[config.mk]
export PLATFORM = sky130hd
export DESIGN_NAME = imem_arbiter
export DESIGN_NICKNAME = d
export VERILOG_FILES = /design/src/rtl/imem_pkg.sv /design/src/rtl/rr_arb2.sv /design/src/rtl/imem_arbiter.sv
export SDC_FILE = /design/constraint.sdc
export NUM_CORES = 1
export LEC_CHECK = 0
export CORE_MARGIN = 8
export CORE_UTILIZATION = 37
export DETAILED_ROUTE_END_ITERATION = 12
export PLACE_DENSITY = 0.9
export SYNTH_ARGS = -nofsm -noshare
export SYNTH_HDL_FRONTEND = slang
export SYNTH_SLANG_ARGS = --single-unit
[constraint.sdc]
create_clock -name Clock -period 5.5 [get_ports Clock]
set_clock_uncertainty 0.15 [all_clocks]
set_input_delay 1.375 -clock Clock [delete_from_list [all_inputs] [get_ports Clock]]
set_output_delay 1.375 -clock Clock [all_outputs]
set_load 0.01 [all_outputs]
[src/rtl/imem_pkg.sv]
// Shared types and default sizes for the imem arbiter and its round-robin helper.
package imem_pkg;

  localparam int ADDR_BITS  = 4;
  localparam int DATA_WIDTH = 32;

  typedef enum logic [1:0] {
    IDLE = 2'd0,
    WAIT = 2'd1,
    RESP = 2'd2
  } state_e;

  typedef enum logic {
    REQ_FETCH = 1'b0,
    REQ_LOAD  = 1'b1
  } req_id_e;

endpackage

[src/rtl/rr_arb2.sv]
// Two-way round-robin arbiter: a single requester always wins, a tie goes to
// whichever port was not granted last. last_q only moves when update_i is set.
module rr_arb2
  import imem_pkg::*;
(
  input  logic       clk_i,
  input  logic       rst_i,
  input  logic [1:0] req_i,        // [0] fetch, [1] loader
  input  logic       update_i,
  output req_id_e    gnt_o,
  output logic       gnt_valid_o
);

  req_id_e last_q;

  always_comb begin
    gnt_valid_o = |req_i;
    case (req_i)
      2'b10:   gnt_o = REQ_LOAD;
      2'b11:   gnt_o = (last_q == REQ_FETCH) ? REQ_LOAD : REQ_FETCH;
      default: gnt_o = REQ_FETCH;
    endcase
  end

  // Reset to "loader went last" so the first tie after reset goes to fetch.
  always_ff @(posedge clk_i) begin
    if (rst_i) begin
      last_q <= REQ_LOAD;
    end else if (update_i && gnt_valid_o) begin
      // NOTE: state registers use non-blocking assignments so every flop
      // samples pre-edge values, independent of statement order.
      last_q <= gnt_o;
    end
  end

endmodule

[src/rtl/imem_arbiter.sv]
// Shares one imem between instruction fetch and the loader: arbitrates, splits the
// linear address into X/Y, sequences the registered read and returns valid/ready data.
module imem_arbiter #(
  parameter int ADDR_BITS  = imem_pkg::ADDR_BITS,
  parameter int DATA_WIDTH = imem_pkg::DATA_WIDTH
) (
  input  logic                   Clock,
  input  logic                   Reset,
  input  logic                   f_req_valid,
  output logic                   f_req_ready,
  input  logic [2*ADDR_BITS-1:0] f_req_addr,
  output logic                   f_rsp_valid,
  input  logic                   f_rsp_ready,
  output logic [DATA_WIDTH-1:0]  f_rsp_data,
  input  logic                   l_req_valid,
  output logic                   l_req_ready,
  input  logic                   l_req_we,
  input  logic [2*ADDR_BITS-1:0] l_req_addr,
  input  logic [DATA_WIDTH-1:0]  l_req_wdata,
  output logic                   l_rsp_valid,
  input  logic                   l_rsp_ready,
  output logic [DATA_WIDTH-1:0]  l_rsp_data,
  output logic                   mem_we,
  output logic [ADDR_BITS-1:0]   mem_x_addr,
  output logic [ADDR_BITS-1:0]   mem_y_addr,
  output logic [DATA_WIDTH-1:0]  mem_data_in,
  input  logic [DATA_WIDTH-1:0]  mem_data_out
);

  import imem_pkg::*;

  localparam int AW = 2 * ADDR_BITS;

  state_e                state_q,  state_d;
  req_id_e               owner_q,  owner_d;
  logic [DATA_WIDTH-1:0] f_data_q, f_data_d;
  logic [DATA_WIDTH-1:0] l_data_q, l_data_d;

  req_id_e arb_gnt;
  logic    arb_gnt_valid;
  logic    grant;

  rr_arb2 u_arb (
    .clk_i       (Clock),
    .rst_i       (Reset),
    .req_i       ({l_req_valid, f_req_valid}),
    .update_i    (grant),
    .gnt_o       (arb_gnt),
    .gnt_valid_o (arb_gnt_valid)
  );

  always_comb begin
    // NOTE: every output of this block gets a default first, so no path through
    // the case statement can leave a signal unassigned and infer a latch.
    state_d     = state_q;
    owner_d     = owner_q;
    f_data_d    = f_data_q;
    l_data_d    = l_data_q;
    grant       = 1'b0;
    f_req_ready = 1'b0;
    l_req_ready = 1'b0;
    f_rsp_valid = 1'b0;
    l_rsp_valid = 1'b0;
    mem_we      = 1'b0;
    mem_x_addr  = '0;
    mem_y_addr  = '0;
    mem_data_in = '0;

    case (state_q)
      IDLE: begin
        // Gating on Reset keeps mem_we and the readies low while Reset is held.
        if (arb_gnt_valid && !Reset) begin
          grant   = 1'b1;
          owner_d = arb_gnt;
          state_d = WAIT;
          if (arb_gnt == REQ_FETCH) begin
            f_req_ready = 1'b1;
            mem_x_addr  = f_req_addr[AW-1:ADDR_BITS];
            mem_y_addr  = f_req_addr[ADDR_BITS-1:0];
          end else begin
            l_req_ready = 1'b1;
            mem_x_addr  = l_req_addr[AW-1:ADDR_BITS];
            mem_y_addr  = l_req_addr[ADDR_BITS-1:0];
            mem_data_in = l_req_wdata;
            mem_we      = l_req_we;
          end
        end
      end

      WAIT: begin
        if (owner_q == REQ_FETCH) f_data_d = mem_data_out;
        else                      l_data_d = mem_data_out;
        state_d = RESP;
      end

      RESP: begin
        if (owner_q == REQ_FETCH) begin
          f_rsp_valid = 1'b1;
          if (f_rsp_ready) state_d = IDLE;
        end else begin
          l_rsp_valid = 1'b1;
          if (l_rsp_ready) state_d = IDLE;
        end
      end

      default: state_d = IDLE;
    endcase
  end

  always_ff @(posedge Clock) begin
    if (Reset) begin
      state_q  <= IDLE;
      owner_q  <= REQ_FETCH;
      f_data_q <= '0;
      l_data_q <= '0;
    end else begin
      state_q  <= state_d;
      owner_q  <= owner_d;
      f_data_q <= f_data_d;
      l_data_q <= l_data_d;
    end
  end

  assign f_rsp_data = f_data_q;
  assign l_rsp_data = l_data_q;

endmodule

==> impl_metrics.tcl, run 1 <==
set metrics [dict create \
    r2r_setup_slack_ns 3.47 \
    yosysUniqueCellTypes 22 \
    die_h_um 102 \
    grt_max_degree 68 \
    drtAntennaViolNets 0 \
    muxShareOfSynthArea_pct 0.364 \
    synth_top_family_by_area "simple AND/OR/NAND/NOR gates" \
    wl_um 11600 \
    grt_first_pass_wirelength_um 17000 \
    fill_cells 588 \
    finalCriticalPeriod_ns 4.71 \
    portBuffers 195 \
    reg2reg_from "owner_q" \
    finalSetupViolations 0 \
    fin_nets 619 \
    insertion_delay_ns 0.33 \
    irDropWorstVdd_mv 0.134 \
    gr-total-overflow 0 \
    fp.dieW_um 102 \
    synth_top_area_share_pct 49.5 \
    fin_hold_ws_ns 0.307 \
    maxCapViolCount 0 \
    final_common_cell "clkdlybuf4s50_1" \
    synth-xor-area-share_pct 0 \
    stdcell_count 636 \
    start_util_pct 38.2 \
    cellPowerDensity_nw_per_um2 258 \
    reg2regPathDepth 3 \
    setup_slack_ns 0.789 \
    dp_hpwl_um 9090 \
    finalCritPeriodShare_pct 85.6 \
    yosys_warnings 0 \
    synthSimpleGateAreaFrac_pct 28.7 \
    synthAdderAreaFrac_pct 0 \
    cts.repair.resized 0 \
    min_path_type "register to register" \
    place.gp.congestion 0.890 \
    dp_cells 620 \
    synth_top_flop_cell "dfxtp_1" \
    end_kind "output pin" \
    yosys.area.top_type "dfxtp_1" \
    cts_root_buf "clkbuf_8" \
    endpoint "mem_data_in[27]" \
    drc 0 \
    cp_data_arrival_time_ns 3.19 \
    hold_viol 0 \
    grt_antenna_before_repair 0 \
    final_max_slew_viol_count 0 \
    maxSlewHeadroom_pct 21.7 \
    fp.coreArea_um2 7210 \
    multiInputGateArea_um2 1230 \
    fmax_mhz 212 \
    startpoint "f_req_valid" \
    async_reset_ff_share_pct 0 \
    rsz0062_at_grt "no" \
    holdBufCountCts 0 \
    cts.sinks 68 \
    p_leak_nw 1.76 \
    cts.clk_slew.worst_paths_ns 0.08 \
    crit_type "primary input to output pin" \
    place_ws_ns 0.789 \
    synth_area_um2 2750 \
    mostFrequentLayoutCells "clkdlybuf4s50_1 (194), nand2_1 (129), dfxtp_1 (68)" \
    ys_seq_area_share_pct 49.5 \
    synth_compound_area_share_pct 15.4 \
    status "finished clean" \
    final.setup.tns_ns 0 \
    drt_first_pass_iters 5 \
    die_area_um2 10500 \
    dpl_cell_area_um2 4700 \
    reg2reg_to "f_rsp_data[12]" \
    cts_tree "built" \
    avgSynthCellArea_um2 7.86 \
    clockBufferDepth 2 \
    rows 31 \
    stdcell_area_um2 4940 \
    synth_edf_count 0 \
    viasPerCell 4.77 \
    drive_above_1_share_pct 4.28 \
    post_drt_wl_per_cell_um 18.3 \
    htreeDepth 3 \
    cp_max_fo 43 \
    io_pins 196 \
    synth_fp_nets 437 \
    num_vias 3035 \
    synth_area_leaders "dfxtp_1 (49%), nand2_1 (18%), a21oi_1 (12%), and2_1 (7.5%), a22o_1 (2.5%)" \
    ff_latch_area_um2 1360 \
    first_global_vias 3214 \
    synth_seq_cells 68 \
    crit_required_ns 3.97 \
    track_usage_pct 21.8 \
    worst_setup_path_start_kind "primary input" \
    worst_pin_slew_ns 1.17 \
    postCtsSetupRepairBufs 0 \
    diodes 0 \
    drt_iter0_drc 88 \
    synthCells 350 \
    cts_made_buffers 9 \
    syn_to_final_growth_pct 79.5 \
]
## report_power, final
| part | total (W) | internal [W] | switching [W] |
|---|---|---|---|
| sequential | 0.000533 | 0.000517 | 0.0000163 |
| combinational | 0.000251 | 0.000143 | 0.000108 |
| clock | 0.000492 | 0.000302 | 0.000190 |
| total | 0.00128 | 0.000962 | 0.000315 |
## through the flow
step | power, W | utilization, %
CTS | 0.00129 | 68.5
floorplan | 0.000641 | -
global route | 0.00133 | 68.5
global placement | 0.000791 | 65.2
finish | 0.00128 | 68.5
detailed placement | 0.000797 | 65.2
## Yosys cell counts, types with 2 or more instances
cell      count
a21oi_1      65
a22o_1        8
and2_1       33
and3_1        2
and3b_1       2
buf_2        13
buf_4         5
buf_6         3
clkbuf_1      8
dfxtp_1      68
nand2_1     129
nand2b_1      2
nand3b_1      2
o21a_1        2
## sequential cells by signal, indices dropped and copies added (netlist names)
register / flops
state_q: 2
owner_q: 1
f_rsp_data: 32
u_arb.last_q: 1
l_rsp_data: 32
## layer usage
layer | GRT usage [%] | wire length, um
met5 | 0 | 0
met1 | 18.8 | 3800
met2 | 40.5 | 6230
met4 | 14.6 | 521
met3 | 8.45 | 1080
## kinds of logic after synthesis
family | Yosys count
compound gates | 77
mux | 1
flops | 68
simple gates | 175
buf+inv | 29
## worst min path at each step
stage	from	end	slack, ns	depth (start not counted)
floorplan	f_rsp_data[0]	f_rsp_data[0]	0.33	2
global placement	f_rsp_data[9]	f_rsp_data[9]	0.29	2
detailed placement	f_rsp_data[13]	f_rsp_data[13]	0.30	2
CTS	f_rsp_data[13]	f_rsp_data[13]	0.31	2
global route	f_rsp_data[10]	f_rsp_data[10]	0.33	2
finish	f_rsp_data[13]	f_rsp_data[13]	0.31	2
## final cells by class
cell class	count	share of cell area [%]
multi-input cells	253	24.9
repair buffers	200	40.2
flip-flops and latches	68	27.6
clock buffers	10	2.58
clock inverters	6	2.25
well taps	99	2.51
## worst max-delay path, stage by stage
cell and delay [ns]:
clkdlybuf4s50_1 0.46, nand2_1 0.09, and3_1 0.15, buf_4 0.30, and2_1 0.17, clkdlybuf4s50_1 0.63
Power figures use the tool's default switching activity.
==> inputs of run 2 (changes only) <==
--- a/config.mk
+++ b/config.mk
@@ -7,6 +7,7 @@
 export LEC_CHECK = 0
 export CORE_MARGIN = 8
 export CORE_UTILIZATION = 37
+export CTS_CLUSTER_SIZE = 25
 export DETAILED_ROUTE_END_ITERATION = 12
 export PLACE_DENSITY = 0.9
 export SYNTH_ARGS = -nofsm -noshare
==> results of run 2 <==
Final layout, timing and power as in run 1 (identical DEF).
